`config.mk`:
```
export PLATFORM = sky130hd
export DESIGN_NAME = pipeline_ctrl_flat
export DESIGN_NICKNAME = d
export VERILOG_FILES = /design/src/rtl/cpu_types_pkg.sv /design/src/rtl/pipeline_ctrl_if.sv /design/src/rtl/pipeline_ctrl_hazard_detect.sv /design/src/rtl/pipeline_ctrl.sv /design/src/flat_wrapper.sv
export SDC_FILE = /design/constraint.sdc
export NUM_CORES = 1
export LEC_CHECK = 0
export BUFFER_PORTS_ARGS = -buffer_cell sky130_fd_sc_hd__buf_2
export CAP_MARGIN = 10
export CORE_AREA = 2 2 69 71
export CTS_CLUSTER_DIAMETER = 30
export CTS_CLUSTER_SIZE = 10
export DETAILED_ROUTE_END_ITERATION = 16
export DIE_AREA = 0 0 71 73
export GPL_ROUTABILITY_DRIVEN = 0
export PLACE_DENSITY = 0.77
export REMOVE_ABC_BUFFERS = 1
export SLEW_MARGIN = 10
export SYNTH_ARGS = -nofsm -noshare
export SYNTH_HDL_FRONTEND = slang
export SYNTH_SLANG_ARGS = --single-unit
```
`constraint.sdc`:
```
create_clock -name CLK -period 2.1 [get_ports CLK]
set_clock_uncertainty 0.1 [all_clocks]
set_input_delay 0.21 -clock CLK [delete_from_list [all_inputs] [get_ports CLK]]
set_output_delay 0.21 -clock CLK [all_outputs]
set_load 0.01 [all_outputs]
```
`src/rtl/cpu_types_pkg.sv`:
```
// Shared core types: register index type and pipeline controller states.
package cpu_types_pkg;

  localparam int unsigned REG_W = 5;

  typedef logic [REG_W-1:0] regbits_t;

  typedef enum logic [1:0] {IDLE, RUN, HALTED} pctrl_state_t;

endpackage

```
`src/rtl/pipeline_ctrl_if.sv`:
```
// Hazard/memory status from the datapath and latch/PC/memory controls back to it.
interface pipeline_ctrl_if #(parameter int unsigned CNT_W = 32);

  logic                      ihit;
  logic                      dhit;
  logic                      mem_DRen;
  logic                      mem_DWen;
  logic                      mem_redirect;
  logic                      wb_halt;
  logic                      idex_DRen;
  cpu_types_pkg::regbits_t   idex_rdst;
  cpu_types_pkg::regbits_t   ifid_rs;
  cpu_types_pkg::regbits_t   ifid_rt;

  logic                      pc_en;
  logic                      pc_sel;
  logic                      ifid_en;
  logic                      idex_en;
  logic                      exmem_en;
  logic                      memwb_en;
  logic                      ifid_flush;
  logic                      idex_flush;
  logic                      exmem_flush;
  logic                      memwb_flush;
  logic                      imemREN;
  logic                      dmemREN;
  logic                      dmemWEN;
  logic                      halt;
  logic [CNT_W-1:0]          stall_cnt;

  modport master (
    output ihit, dhit, mem_DRen, mem_DWen, mem_redirect, wb_halt,
           idex_DRen, idex_rdst, ifid_rs, ifid_rt,
    input  pc_en, pc_sel, ifid_en, idex_en, exmem_en, memwb_en,
           ifid_flush, idex_flush, exmem_flush, memwb_flush,
           imemREN, dmemREN, dmemWEN, halt, stall_cnt
  );

  modport slave (
    input  ihit, dhit, mem_DRen, mem_DWen, mem_redirect, wb_halt,
           idex_DRen, idex_rdst, ifid_rs, ifid_rt,
    output pc_en, pc_sel, ifid_en, idex_en, exmem_en, memwb_en,
           ifid_flush, idex_flush, exmem_flush, memwb_flush,
           imemREN, dmemREN, dmemWEN, halt, stall_cnt
  );

endinterface

```
`src/rtl/pipeline_ctrl_hazard_detect.sv`:
```
// Load-use detector: load in EX writing a register that ID is about to read.
module hazard_detect
  import cpu_types_pkg::*;
(
  input  logic     idex_DRen,
  input  regbits_t idex_rdst,
  input  regbits_t ifid_rs,
  input  regbits_t ifid_rt,
  output logic     load_use
);

  always_comb begin
    load_use = idex_DRen && (idex_rdst != '0) &&
               ((idex_rdst == ifid_rs) || (idex_rdst == ifid_rt));
  end

endmodule

```
`src/rtl/pipeline_ctrl.sv`:
```
// Pipeline sequencer: per cycle chooses advance, freeze, load-use bubble or redirect flush.
module pipeline_ctrl
  import cpu_types_pkg::*;
#(
  parameter int unsigned CNT_W = 32
) (
  input  logic          CLK,
  input  logic          nRST,
  pipeline_ctrl_if.slave bus
);

  pctrl_state_t     state_q, state_d;
  logic             ifetch_done_q, ifetch_done_d;
  logic             dmem_done_q, dmem_done_d;
  logic [CNT_W-1:0] stall_cnt_q, stall_cnt_d;

  logic load_use;
  logic i_ok, d_ok, adv, bubble;

  hazard_detect u_hazard_detect (
    .idex_DRen (bus.idex_DRen),
    .idex_rdst (bus.idex_rdst),
    .ifid_rs   (bus.ifid_rs),
    .ifid_rt   (bus.ifid_rt),
    .load_use  (load_use)
  );

  always_comb begin
    state_d         = state_q;
    ifetch_done_d   = ifetch_done_q;
    dmem_done_d     = dmem_done_q;
    stall_cnt_d     = stall_cnt_q;
    i_ok            = 1'b0;
    d_ok            = 1'b0;
    adv             = 1'b0;
    bubble          = 1'b0;
    bus.pc_en       = 1'b0;
    bus.pc_sel      = 1'b0;
    bus.ifid_en     = 1'b0;
    bus.idex_en     = 1'b0;
    bus.exmem_en    = 1'b0;
    bus.memwb_en    = 1'b0;
    bus.ifid_flush  = 1'b0;
    bus.idex_flush  = 1'b0;
    bus.exmem_flush = 1'b0;
    bus.memwb_flush = 1'b0;
    bus.imemREN     = 1'b0;
    bus.dmemREN     = 1'b0;
    bus.dmemWEN     = 1'b0;
    bus.halt        = 1'b0;

    unique case (state_q)
      IDLE: state_d = RUN;

      RUN: begin
        bus.imemREN = !ifetch_done_q;
        bus.dmemREN = bus.mem_DRen && !dmem_done_q;
        bus.dmemWEN = bus.mem_DWen && !dmem_done_q;
        i_ok = bus.ihit || ifetch_done_q;
        d_ok = !(bus.mem_DRen || bus.mem_DWen) || bus.dhit || dmem_done_q;
        // A halting cycle freezes like a miss, but requests above stay driven.
        adv  = i_ok && d_ok && !bus.wb_halt;

        if (bus.wb_halt) begin
          state_d       = HALTED;
          ifetch_done_d = 1'b0;
          dmem_done_d   = 1'b0;
        end else if (adv) begin
          ifetch_done_d = 1'b0;
          dmem_done_d   = 1'b0;
        end else begin
          ifetch_done_d = ifetch_done_q || bus.ihit;
          dmem_done_d   = dmem_done_q || bus.dhit;
        end

        if (adv && bus.mem_redirect) begin
          bus.pc_en       = 1'b1;
          bus.pc_sel      = 1'b1;
          bus.ifid_flush  = 1'b1;
          bus.idex_flush  = 1'b1;
          bus.exmem_flush = 1'b1;
          bus.memwb_en    = 1'b1;
        end else if (adv && load_use) begin
          bubble          = 1'b1;
          bus.idex_flush  = 1'b1;
          bus.exmem_en    = 1'b1;
          bus.memwb_en    = 1'b1;
        end else if (adv) begin
          bus.pc_en       = 1'b1;
          bus.ifid_en     = 1'b1;
          bus.idex_en     = 1'b1;
          bus.exmem_en    = 1'b1;
          bus.memwb_en    = 1'b1;
        end

        if ((!adv || bubble) && (stall_cnt_q != '1)) begin
          stall_cnt_d = stall_cnt_q + 1'b1;
        end
      end

      HALTED: bus.halt = 1'b1;

      default: state_d = IDLE;
    endcase
  end

  always_ff @(posedge CLK or negedge nRST) begin
    if (!nRST) begin
      state_q       <= IDLE;
      ifetch_done_q <= 1'b0;
      dmem_done_q   <= 1'b0;
      stall_cnt_q   <= '0;
    end else begin
      state_q       <= state_d;
      ifetch_done_q <= ifetch_done_d;
      dmem_done_q   <= dmem_done_d;
      stall_cnt_q   <= stall_cnt_d;
    end
  end

  assign bus.stall_cnt = stall_cnt_q;

endmodule
```
`src/flat_wrapper.sv`:
```
// flat-port wrapper written by rule: the top's interface ports become plain ports
module pipeline_ctrl_flat import cpu_types_pkg::*;
#(
  parameter int unsigned CNT_W = 32
)
  (CLK, nRST, bus_ihit, bus_dhit, bus_mem_DRen, bus_mem_DWen, bus_mem_redirect, bus_wb_halt, bus_idex_DRen, bus_idex_rdst, bus_ifid_rs, bus_ifid_rt, bus_pc_en, bus_pc_sel, bus_ifid_en, bus_idex_en, bus_exmem_en, bus_memwb_en, bus_ifid_flush, bus_idex_flush, bus_exmem_flush, bus_memwb_flush, bus_imemREN, bus_dmemREN, bus_dmemWEN, bus_halt, bus_stall_cnt);
  pipeline_ctrl_if #(.CNT_W(CNT_W)) bus_i ();
  input  logic CLK;
  input  logic nRST;
  input wire logic [$bits(bus_i.ihit)-1:0] bus_ihit;
  input wire logic [$bits(bus_i.dhit)-1:0] bus_dhit;
  input wire logic [$bits(bus_i.mem_DRen)-1:0] bus_mem_DRen;
  input wire logic [$bits(bus_i.mem_DWen)-1:0] bus_mem_DWen;
  input wire logic [$bits(bus_i.mem_redirect)-1:0] bus_mem_redirect;
  input wire logic [$bits(bus_i.wb_halt)-1:0] bus_wb_halt;
  input wire logic [$bits(bus_i.idex_DRen)-1:0] bus_idex_DRen;
  input wire logic [$bits(bus_i.idex_rdst)-1:0] bus_idex_rdst;
  input wire logic [$bits(bus_i.ifid_rs)-1:0] bus_ifid_rs;
  input wire logic [$bits(bus_i.ifid_rt)-1:0] bus_ifid_rt;
  output wire logic [$bits(bus_i.pc_en)-1:0] bus_pc_en;
  output wire logic [$bits(bus_i.pc_sel)-1:0] bus_pc_sel;
  output wire logic [$bits(bus_i.ifid_en)-1:0] bus_ifid_en;
  output wire logic [$bits(bus_i.idex_en)-1:0] bus_idex_en;
  output wire logic [$bits(bus_i.exmem_en)-1:0] bus_exmem_en;
  output wire logic [$bits(bus_i.memwb_en)-1:0] bus_memwb_en;
  output wire logic [$bits(bus_i.ifid_flush)-1:0] bus_ifid_flush;
  output wire logic [$bits(bus_i.idex_flush)-1:0] bus_idex_flush;
  output wire logic [$bits(bus_i.exmem_flush)-1:0] bus_exmem_flush;
  output wire logic [$bits(bus_i.memwb_flush)-1:0] bus_memwb_flush;
  output wire logic [$bits(bus_i.imemREN)-1:0] bus_imemREN;
  output wire logic [$bits(bus_i.dmemREN)-1:0] bus_dmemREN;
  output wire logic [$bits(bus_i.dmemWEN)-1:0] bus_dmemWEN;
  output wire logic [$bits(bus_i.halt)-1:0] bus_halt;
  output wire logic [$bits(bus_i.stall_cnt)-1:0] bus_stall_cnt;
  assign bus_i.ihit = bus_ihit;
  assign bus_i.dhit = bus_dhit;
  assign bus_i.mem_DRen = bus_mem_DRen;
  assign bus_i.mem_DWen = bus_mem_DWen;
  assign bus_i.mem_redirect = bus_mem_redirect;
  assign bus_i.wb_halt = bus_wb_halt;
  assign bus_i.idex_DRen = bus_idex_DRen;
  assign bus_i.idex_rdst = bus_idex_rdst;
  assign bus_i.ifid_rs = bus_ifid_rs;
  assign bus_i.ifid_rt = bus_ifid_rt;
  assign bus_pc_en = bus_i.pc_en;
  assign bus_pc_sel = bus_i.pc_sel;
  assign bus_ifid_en = bus_i.ifid_en;
  assign bus_idex_en = bus_i.idex_en;
  assign bus_exmem_en = bus_i.exmem_en;
  assign bus_memwb_en = bus_i.memwb_en;
  assign bus_ifid_flush = bus_i.ifid_flush;
  assign bus_idex_flush = bus_i.idex_flush;
  assign bus_exmem_flush = bus_i.exmem_flush;
  assign bus_memwb_flush = bus_i.memwb_flush;
  assign bus_imemREN = bus_i.imemREN;
  assign bus_dmemREN = bus_i.dmemREN;
  assign bus_dmemWEN = bus_i.dmemWEN;
  assign bus_halt = bus_i.halt;
  assign bus_stall_cnt = bus_i.stall_cnt;
  pipeline_ctrl #(.CNT_W(CNT_W)) u_core (.CLK(CLK), .nRST(nRST), .bus(bus_i));
endmodule
```
==> results.py <==
metrics = {
    "outcome": {
        "status": "completed",
    },
    "sta": {
        "setup_viol": 0,
        "slew_violations": 0,
        "max_slew.worst_pin.slew_ns": 0.785,
        "min_period_ns": 1.97,
        "fmax_mhz": 507,
        "relSlewSlack": 0.477,
        "fin_ws_ns": 0.126,
        "grt_setup_unrepaired": "false",
        "finalHoldViolCount": 0,
        "finalCritPeriodShare": 0.940,
        "setup_tns_ns": 0,
    },
    "clock_network": {
        "cts-buffers-inserted": 5,
        "cts.clk_slew.worst_paths_ns": 0.07,
        "clk_latency_ns": 0.28,
        "cts_tree": "yes",
        "cts_setup_buffers": 0,
        "cts_buffer_depth": 2,
        "clock_sinks": 36,
        "htreeDepth": 2,
        "root_buffer": "clkbuf_8",
    },
    "finish": {
        "nets": 322,
        "diodes": 0,
        "finalInstanceArea_mm2": 0.00274,
        "fin_cells": 352,
        "drive_above_1_share": 0.379,
        "num-fill-cells": 413,
        "area_growth_pct": 26.9,
    },
    "synthesis": {
        "synth_cell_types": 40,
        "synth.avg_cell_area_um2": 9.95,
        "synth_edf_count": 0,
        "synth_area_mm2": 0.00216,
        "synth.area.top_cells": "dfrtp_1 42%, xor2_1 11%, xnor2_1 5.3%",
        "synth_cells": 217,
        "ys_ff_latch": 36,
        "synthFlopType": "dfrtp_1",
        "yosys.area.top_type": "dfrtp_1",
        "ys_seq_area_frac": 0.417,
        "yosys_warnings": 0,
        "synthArstFlopShare": 1.00,
        "synth_top_area_share": 0.417,
    },
    "power_and_ir_drop": {
        "swShare": 0.374,
        "power_switching_uw": 847,
        "pwr-share-comb": 0.361,
        "pwr_density_cell_mw_per_mm2": 826,
        "internal_power_mw": 1.42,
        "p_leak_nw": 1.20,
        "clkPwrFrac": 0.223,
        "seqPwrFrac": 0.415,
        "ir_worst_vdd_v": 0.000440,
    },
    "route": {
        "vias": 1894,
        "drc": 0,
        "dr.pass1.iters": 4,
        "drt_iter0_drc": 90,
        "wl_per_cell_um": 13.6,
        "ant_nets": 0,
        "routed_via_density": 5.38,
        "drt-total-wl_um": 4800,
    },
    "worst_setup_path": {
        "arrival_ns": 2.09,
        "critPathLaunchType": "register",
        "crit_required_ns": 2.21,
        "r2r-start": "u_core.bus.stall_cnt[4]",
        "critPathKind": "register to register",
        "setup.worst_path.start": "u_core.bus.stall_cnt[4]",
        "end_kind": "register",
        "crit_fanout": 7,
    },
    "placement": {
        "hpwl_um": 3590,
        "placed_cell_area_mm2": 0.00261,
        "dp_cells": 343,
        "numPortBuffers": 68,
        "place_ws_ns": 0.0641,
    },
    "floorplan": {
        "die-area_mm2": 0.00518,
        "ios": 70,
        "start_util": 0.476,
        "dieWidth_um": 71,
        "fp.dieH_um": 73,
        "rows": 25,
        "core_area_mm2": 0.00454,
    },
    "grt": {
        "grt_pass1_vias": 1847,
        "grt_use_total": 0.198,
        "antenna_found_initial": 0,
        "grt_pass1_wl_um": 8250,
        "grt.overflow.total": 0,
        "grt_max_degree": 37,
    },
    "job": {
        "cap_violations": 0,
    },
    "hold_path": {
        "hp-class": "input port to register",
        "hp-start": "bus_wb_halt",
    },
}
sequential cells by signal (all words and copies together) (netlist names):
name	cells
u_core.bus.stall_cnt	32
u_core.dmem_done_q	1
u_core.ifetch_done_q	1
u_core.state_q	2
cells in the final DEF (no fill, tap or decap), types with 2 or more instances in the layout:
cell type / Yosys / final
a21oi_1: 6 / 6
and3_1: 4 / 4
and4_1: 6 / 6
buf_2: 2 / 68
buf_4: 5 / 16
clkbuf_1: 2 / 2
clkbuf_8: 0 / 6
dfrtp_1: 36 / 35
inv_1: 5 / 5
nand2_1: 16 / 14
nand2_2: 0 / 2
nand2b_1: 2 / 2
nand3_1: 9 / 9
nand4_1: 17 / 17
nor2_1: 15 / 15
nor2b_1: 2 / 2
nor3_1: 11 / 9
nor3_2: 2 / 4
nor3b_1: 4 / 4
nor4_2: 9 / 9
nor4b_2: 1 / 3
o31a_1: 2 / 2
xnor2_1: 13 / 13
xor2_1: 28 / 28
per-layer routing:
layer,global-route usage,wire [um]
met5,0,0
met3,0.0456,236
met2,0.339,2340
met1,0.252,2180
met4,0.0545,48
worst max-delay path: stages, from the launching register on:
cell and delay (ns):
dfrtp_1 0.43, and4_1 0.27, and4_1 0.24, buf_4 0.16, nand4_1 0.20, nor4b_2 0.34
xor2_1 0.16
worst paths after layout:
kind | slack (ns) | endpoint | cells after the start
setup / recovery | 0.13 | u_core.bus.stall_cnt[28] | 6
hold / removal | 0.08 | u_core.state_q[0] | 2
setup reg to reg | 0.13 | u_core.bus.stall_cnt[28] | 6
hold reg to reg | 0.39 | u_core.bus.stall_cnt[24] | 1
max in group asynchronous | 0.92 | u_core.bus.stall_cnt[26] | 2
min in group asynchronous | 0.45 | u_core.bus.stall_cnt[1] | 2
power groups by stage:
| stage | Combinational [mW] | Sequential (mW) | Clock (mW) |
|---|---|---|---|
| after floorplan | 0.410 | 0.967 | 0 |
| after global placement | 0.790 | 0.945 | 0 |
| after detailed placement | 0.811 | 0.950 | 0 |
| after CTS | 0.813 | 0.939 | 0.515 |
| after global routing | 0.909 | 0.964 | 0.545 |
| final | 0.817 | 0.940 | 0.506 |
final cells by class:
cell class | count | area, um2 | share of cell area
Clock buffer | 8 | 90.1 | 0.0329
Tap cell | 54 | 67.6 | 0.0247
Inverter | 5 | 18.8 | 0.00685
Multi-Input combinational cell | 163 | 1170 | 0.427
Sequential cell | 36 | 902 | 0.329
Timing Repair Buffer | 86 | 490 | 0.179
metrics by stage:
stage                     hold slack [ns]   util  total power, mW
after floorplan                    -0.186      -             1.38
after global placement              0.233  0.576             1.74
after detailed placement            0.246  0.576             1.76
after CTS                          0.0626  0.598             2.27
after global routing                0.100  0.604             2.42
final                              0.0758  0.604             2.26
kinds of logic after synthesis:
family | synth area share
mux | 0.00521
flops | 0.417
compound gates | 0.0377
fa+ha+maj | 0.00579
xor+xnor | 0.166
simple gates | 0.313
other cells | 0.00174
buf+inv | 0.0533
timing repair:
action                     in CTS  in global routing
hold endpoints to repair       36                  0
resized for setup               0                  7
setup endpoints to repair       0                 26
hold buffers                    1                  0
synthesized netlist by cell type (4+ instances only):
cell type and number:
nor2_1 15, a21oi_1 6, nand2_1 16, xnor2_1 13
dfrtp_1 36, nor3b_1 4, and3_1 4, xor2_1 28
buf_4 5, nor4_2 9, nand3_1 9, nor3_1 11
nand4_1 17, and4_1 6, inv_1 5
No activity file was read; power rests on OpenSTA's default activity.
